## config.mk

```make
export PLATFORM = sky130hd
export DESIGN_NAME = pipelined_adder_n_bit_flat
export DESIGN_NICKNAME = d
export VERILOG_FILES = /design/src/rtl/pipelined_adder_n_bit_if.sv /design/src/rtl/pipelined_adder_n_bit.sv /design/src/flat_wrapper.sv
export SDC_FILE = /design/constraint.sdc
export NUM_CORES = 1
export LEC_CHECK = 0
export CORE_ASPECT_RATIO = 0.6
export CORE_UTILIZATION = 25
export CTS_BUF_LIST = sky130_fd_sc_hd__clkbuf_8
export DETAILED_ROUTE_END_ITERATION = 8
export DONT_BUFFER_PORTS = 1
export GPL_TIMING_DRIVEN = 0
export SYNTH_ARGS = -nofsm -noshare
export SYNTH_HDL_FRONTEND = slang
export SYNTH_SLANG_ARGS = --single-unit
```

## constraint.sdc

```tcl
create_clock -name clk -period 5 [get_ports clk]
set_input_delay 0.25 -clock clk [delete_from_list [all_inputs] [get_ports clk]]
set_output_delay 0.25 -clock clk [all_outputs]
set_load 0.005 [all_outputs]
```

## src/rtl/pipelined_adder_n_bit_if.sv

```systemverilog
// pipelined_adder_n_bit_if
//   Operand/result handshake bundle for pipelined_adder_n_bit.
//   Optional macro: PIPE_ADDER_OVF_EN adds the ovf result bit.
//   Signals:
//     in_valid/in_ready           operand handshake (master -> adder)
//     num1, num2, Cin, sub        operands and mode, WIDTH-bit operands
//     out_valid/out_ready         result handshake (adder -> master)
//     sum, Cout [, ovf]           result
//   Modports: master = operand source / result sink, slave = the adder.
interface pipelined_adder_n_bit_if #(
  parameter int WIDTH = 16
);
  logic             in_valid;
  logic             in_ready;
  logic [WIDTH-1:0] num1;
  logic [WIDTH-1:0] num2;
  logic             Cin;
  logic             sub;
  logic             out_valid;
  logic             out_ready;
  logic [WIDTH-1:0] sum;
  logic             Cout;
`ifdef PIPE_ADDER_OVF_EN
  logic             ovf;

  modport master (
    output in_valid, num1, num2, Cin, sub, out_ready,
    input  in_ready, out_valid, sum, Cout, ovf
  );
  modport slave (
    input  in_valid, num1, num2, Cin, sub, out_ready,
    output in_ready, out_valid, sum, Cout, ovf
  );
`else
  modport master (
    output in_valid, num1, num2, Cin, sub, out_ready,
    input  in_ready, out_valid, sum, Cout
  );
  modport slave (
    input  in_valid, num1, num2, Cin, sub, out_ready,
    output in_ready, out_valid, sum, Cout
  );
`endif
endinterface

```

## src/rtl/pipelined_adder_n_bit.sv

```systemverilog
// pipelined_adder_n_bit
//   Pipelined ripple-carry adder/subtractor. The operand is split into
//   STAGE_WIDTH-bit slices; one slice is resolved per stage through a chain
//   of full_adder_1_bit cells, with the carry registered between stages.
//   Latency STAGES = WIDTH/STAGE_WIDTH cycles, throughput 1 op/cycle.
//   sub=0: {Cout,sum} = A + B + Cin
//   sub=1: {Cout,sum} = A + ~B + !Cin   (A - B - Cin, Cout=1 means no borrow)
//   Optional macro: PIPE_ADDER_OVF_EN adds bus.ovf (two's-complement overflow).
//   Ports:
//     clk    rising-edge clock
//     reset  asynchronous active-high reset, clears all stage valid bits
//     bus    pipelined_adder_n_bit_if.slave (operands in, results out)
module pipelined_adder_n_bit #(
  parameter int WIDTH       = 16,
  parameter int STAGE_WIDTH = 4
) (
  input  logic                   clk,
  input  logic                   reset,
  pipelined_adder_n_bit_if.slave bus
);

  localparam int SW_SAFE = (STAGE_WIDTH > 0) ? STAGE_WIDTH : 1;
  localparam int STAGES  = (WIDTH / SW_SAFE > 0) ? WIDTH / SW_SAFE : 1;
  // B' forwarding registers exist only between stages
  localparam int YN      = (STAGES > 1) ? STAGES - 1 : 1;

  generate
    if (STAGE_WIDTH < 1 || WIDTH < STAGE_WIDTH || (WIDTH % SW_SAFE) != 0) begin : g_bad_cfg
      $error("pipelined_adder_n_bit: WIDTH must be a non-zero multiple of STAGE_WIDTH");
    end
  endgenerate

  function automatic logic [1:0] full_adder_1_bit(input logic a, input logic b, input logic cin);
    return {(a & b) | (cin & (a ^ b)), a ^ b ^ cin};
  endfunction

  logic                         advance;
  logic [WIDTH-1:0]             b_prep;
  logic                         carry0;

  // x: resolved sum bits below the current slice, untouched A bits above it
  logic [STAGES-1:0][WIDTH-1:0] x_q;
  logic [STAGES-1:0][WIDTH-1:0] x_nx;
  logic [STAGES-1:0]            c_q;
  logic [STAGES-1:0]            c_nx;
  logic [STAGES-1:0]            v_q;
  // y: B' shifted down so the slice for the next stage sits at bit 0
  logic [YN-1:0][WIDTH-1:0]     y_q;
  logic [YN-1:0][WIDTH-1:0]     y_nx;
`ifdef PIPE_ADDER_OVF_EN
  logic                         msb_cin;
  logic                         ovf_q;
`endif

  assign b_prep  = bus.sub ? ~bus.num2 : bus.num2;
  assign carry0  = bus.Cin ^ bus.sub;
  assign advance = ~v_q[STAGES-1] | bus.out_ready;

  always_comb begin
    logic [WIDTH-1:0] xi;
    logic [WIDTH-1:0] yi;
    logic             ci;
    logic [1:0]       fa;
    xi   = '0;
    yi   = '0;
    ci   = 1'b0;
    fa   = '0;
    x_nx = '0;
    y_nx = '0;
    c_nx = '0;
`ifdef PIPE_ADDER_OVF_EN
    msb_cin = 1'b0;
`endif
    for (int unsigned k = 0; k < STAGES; k++) begin
      if (k == 0) begin
        xi = bus.num1;
        yi = b_prep;
        ci = carry0;
      end else begin
        xi = x_q[k-1];
        yi = y_q[k-1];
        ci = c_q[k-1];
      end
      x_nx[k] = xi;
      for (int unsigned j = 0; j < STAGE_WIDTH; j++) begin
`ifdef PIPE_ADDER_OVF_EN
        if (k == STAGES - 1 && j == STAGE_WIDTH - 1) msb_cin = ci;
`endif
        fa = full_adder_1_bit(xi[k*STAGE_WIDTH + j], yi[j], ci);
        x_nx[k][k*STAGE_WIDTH + j] = fa[0];
        ci = fa[1];
      end
      c_nx[k] = ci;
      if (k < STAGES - 1) y_nx[k] = yi >> STAGE_WIDTH;
    end
  end

  always_ff @(posedge clk or posedge reset) begin
    if (reset) begin
      v_q   <= '0;
      x_q   <= '0;
      c_q   <= '0;
      y_q   <= '0;
`ifdef PIPE_ADDER_OVF_EN
      ovf_q <= 1'b0;
`endif
    end else if (advance) begin
      // whole pipeline moves as one; bubbles travel as valid=0 slots
      v_q   <= (v_q << 1) | STAGES'(bus.in_valid);
      x_q   <= x_nx;
      c_q   <= c_nx;
      y_q   <= y_nx;
`ifdef PIPE_ADDER_OVF_EN
      ovf_q <= msb_cin ^ c_nx[STAGES-1];
`endif
    end
  end

  assign bus.in_ready  = advance;
  assign bus.out_valid = v_q[STAGES-1];
  assign bus.sum       = x_q[STAGES-1];
  assign bus.Cout      = c_q[STAGES-1];
`ifdef PIPE_ADDER_OVF_EN
  assign bus.ovf       = ovf_q;
`endif

endmodule
```

## src/flat_wrapper.sv

```systemverilog
// flat-port wrapper written by rule: the top's interface ports become plain ports
module pipelined_adder_n_bit_flat 
#(
  parameter int WIDTH       = 16,
  parameter int STAGE_WIDTH = 4
)
  (clk, reset, bus_in_valid, bus_num1, bus_num2, bus_Cin, bus_sub, bus_out_ready, bus_in_ready, bus_out_valid, bus_sum, bus_Cout);
  pipelined_adder_n_bit_if #(.WIDTH(WIDTH)) bus_i ();
  input  logic clk;
  input  logic reset;
  input wire logic [$bits(bus_i.in_valid)-1:0] bus_in_valid;
  input wire logic [$bits(bus_i.num1)-1:0] bus_num1;
  input wire logic [$bits(bus_i.num2)-1:0] bus_num2;
  input wire logic [$bits(bus_i.Cin)-1:0] bus_Cin;
  input wire logic [$bits(bus_i.sub)-1:0] bus_sub;
  input wire logic [$bits(bus_i.out_ready)-1:0] bus_out_ready;
  output wire logic [$bits(bus_i.in_ready)-1:0] bus_in_ready;
  output wire logic [$bits(bus_i.out_valid)-1:0] bus_out_valid;
  output wire logic [$bits(bus_i.sum)-1:0] bus_sum;
  output wire logic [$bits(bus_i.Cout)-1:0] bus_Cout;
  assign bus_i.in_valid = bus_in_valid;
  assign bus_i.num1 = bus_num1;
  assign bus_i.num2 = bus_num2;
  assign bus_i.Cin = bus_Cin;
  assign bus_i.sub = bus_sub;
  assign bus_i.out_ready = bus_out_ready;
  assign bus_in_ready = bus_i.in_ready;
  assign bus_out_valid = bus_i.out_valid;
  assign bus_sum = bus_i.sum;
  assign bus_Cout = bus_i.Cout;
  pipelined_adder_n_bit #(.WIDTH(WIDTH), .STAGE_WIDTH(STAGE_WIDTH)) u_core (.clk(clk), .reset(reset), .bus(bus_i));
endmodule
```

==> results.sh <==
export IMPL_clock_latency_ns=0.36
export IMPL_root_buffer="clkbuf_8"
export IMPL_die_w_um=172
export IMPL_clock_power_share=0.169
export IMPL_power_leakage_nw=2.13
export IMPL_wl_mm=8.26
export IMPL_rsz0062_at_grt="no"
export IMPL_drive_gt1_frac=0.412
export IMPL_p_sw_frac=0.311
export IMPL_critPathCaptureType="flip-flop"
export IMPL_drt_vias_per_instance=3.98
export IMPL_path_common_cell="fa_1"
export IMPL_synthesis_area_um2=4340
export IMPL_cp_slowest_cell="fa_1"
export IMPL_grt_antenna_before_repair=3
export IMPL_yosys_warnings=0
export IMPL_max_cap_violations=0
export IMPL_met1_usage=0.144
export IMPL_grt_pass1_vias=2320
export IMPL_numCtsBuffers=9
export IMPL_p_int_w=0.00198
export IMPL_num_io_pins=57
export IMPL_ant_nets=0
export IMPL_overflow=0
export IMPL_p_sw_w=0.000891
export IMPL_p_comb_frac=0.371
export IMPL_final_common_cell="dfrtp_1"
export IMPL_slew_headroom=0.636
export IMPL_grt_max_degree=56
export IMPL_track_usage=0.104
export IMPL_ir_worst_vdd_mv=0.152
export IMPL_wire_per_inst_um=15.2
export IMPL_worst_clock_skew_ns=0.00810
export IMPL_path_clk_slew_ns=0.09
export IMPL_path_cells="buf_2 -> buf_4 -> xnor2_1 -> fa_1 -> fa_1 -> fa_1 -> inv_1 -> fa_1 -> mux2_2"
export IMPL_setup_tns_ns=0
export IMPL_yosys_top_cells_area="dfrtp_1, mux2_2, fa_1"
export IMPL_finalPower_w=0.00287
export IMPL_min_path_type="input pin to flip-flop"
export IMPL_initial_core_util=0.261
export IMPL_cts_tree="built"
export IMPL_grt_util_met3=0.0605
export IMPL_worst_slew_pin_transition_ns=0.545
export IMPL_cp_start_kind="input pin"
export IMPL_setup_violations=0
export IMPL_hold_viol_final=0
export IMPL_maxSlewViolCount=0
export IMPL_drt_iter0_markers=54
export IMPL_max_freq_mhz=389
export IMPL_cts_sinks=96
export IMPL_port_buffers=0
export IMPL_grt_pass1_wl_mm=13.6
export IMPL_avgSynthCellArea_um2=14.8
export IMPL_dr_pass1_iters=4
export IMPL_dieHeight_um=104
export IMPL_crit_fanout=10
export IMPL_syn_inst=293
export IMPL_h_tree_depth=3
export IMPL_synth_top_area_cell="dfrtp_1"
export IMPL_syn_nets=347
export IMPL_fillers=1658
export IMPL_p_seq_frac=0.460
export IMPL_use_met2=0.132
export IMPL_synth_top_area_share=0.553
export IMPL_arrival_ns=2.83
export IMPL_top_usage_layer="met1"
export IMPL_worstPathRequired_ns=5.26
export IMPL_status="complete, no violations"
export IMPL_finalNetCount=362
export IMPL_layout_common_cells="dfrtp_1, mux2_2, inv_1"
export IMPL_worst_setup_path_type="input pin to flip-flop"
export IMPL_core_area_um2=16600
export IMPL_power_density_nw_per_um2=587
export IMPL_route_vias_total=2159
export IMPL_place_hpwl_mm=6.20
export IMPL_max_stage_delay_ns=0.43
export IMPL_ys_types=16
export IMPL_seq_area_frac_synth=0.553
export IMPL_drc_errors=0
export IMPL_fin_crit_ns=2.57
export IMPL_synth_seq_cells=96
export IMPL_area_growth_syn_to_layout_pct=12.5
export IMPL_die_area_um2=17900
export IMPL_place_congestion=0.714
export IMPL_fin_crit_sh=0.514
export IMPL_rows=36
export IMPL_ctsLongestPathBuffers=2
[power by group through the flow]
stage,clock network (W),registers [W],logic (W)
after global routing,0.000542,0.00137,0.00120
after detailed placement,0,0.00134,0.00109
after floorplan,0,0.00127,0.000870
final,0.000483,0.00132,0.00106
after global placement,0,0.00133,0.00105
after CTS,0.000504,0.00132,0.00109
[flip-flops by register name, summed over array words and instances (netlist names)]
register        flops
u_core.x_nx        36
u_core.c_q          4
u_core.bus.sum     16
u_core.y_nx        12
u_core.x_q         12
u_core.y_q         12
u_core.v_q          4
[cell type report]
| cell class | instances | area [um^2] | area share |
|---|---|---|---|
| tap | 228 | 285 | 0.0584 |
| multi-input combinational | 140 | 1620 | 0.331 |
| clock inverter | 4 | 27.5 | 0.00564 |
| sequential | 96 | 2400 | 0.492 |
| inverter | 26 | 100 | 0.0205 |
| clock buffer | 12 | 165 | 0.0338 |
| antenna | 2 | 5.00 | 0.00102 |
| buffer | 31 | 226 | 0.0464 |
| timing repair buffer | 4 | 57.6 | 0.0118 |
[final timing paths]
kind,from,end,slack [ns],depth (start not counted)
hold reg to reg,u_core.v_q[2],u_core.v_q[3],0.47,1
setup reg to reg,u_core.y_q[16],u_core.x_nx[59],2.69,8
max in group asynchronous,reset,u_core.x_nx[38],3.92,3
min in group asynchronous,reset,u_core.v_q[1],0.42,2
hold / removal,bus_in_valid,u_core.v_q[0],0.03,1
setup / recovery,bus_sub,u_core.x_nx[19],2.43,9
[routing by layer]
layer | wire (um) | up-vias
met3 | 824 | 10
li1 | - | 982
met2 | 3290 | 51
met5 | 13 | -
met1 | 4060 | 1114
met4 | 74 | 2
[per-stage QoR]
stage	hold slack, ns	area [um^2]	setup slack, ns	util	std cells
floorplan	0.402	4340	2.24	-	293
global placement	0.403	4630	1.31	0.278	521
detailed placement	0.208	4660	2.01	0.280	522
CTS	0.0105	4860	2.41	0.292	539
global route	0.00198	4880	2.32	0.294	541
finish	0.0350	4880	2.43	0.294	543
[critical path, delay by kind of cell]
| kind | cells | cell delay, ns |
|---|---|---|
| xor+xnor | 1 | 0.12 |
| buf+inv | 3 | 0.58 |
| mux | 1 | 0.26 |
| fa+ha+maj | 4 | 1.61 |
[synthesized netlist by cell type]
cell type,count
nand2b_4,1
nand2b_1,1
mux2_4,13
clkbuf_1,2
inv_1,26
xor2_1,11
buf_4,17
dfrtp_1,96
nor3b_1,10
a21oi_1,10
xnor2_1,6
buf_6,5
fa_1,16
mux2_2,68
mux2i_1,4
buf_2,7
[kinds of logic after synthesis]
logic type | synth area share
multiplexers | 0.231
flip-flops | 0.553
adder cells (fa/ha/maj) | 0.0738
AND/OR/NAND/NOR | 0.0219
AO/OA/AOI/OAI | 0.0115
buffers and inverters | 0.0746
XOR/XNOR | 0.0343
[timing repair]
action                    in CTS  in global routing
buffers inserted               0                  0
hold buffers                   1                  2
hold endpoints to repair      41                  2
gates resized for setup        0                  0
Power figures use the tool's default switching activity.
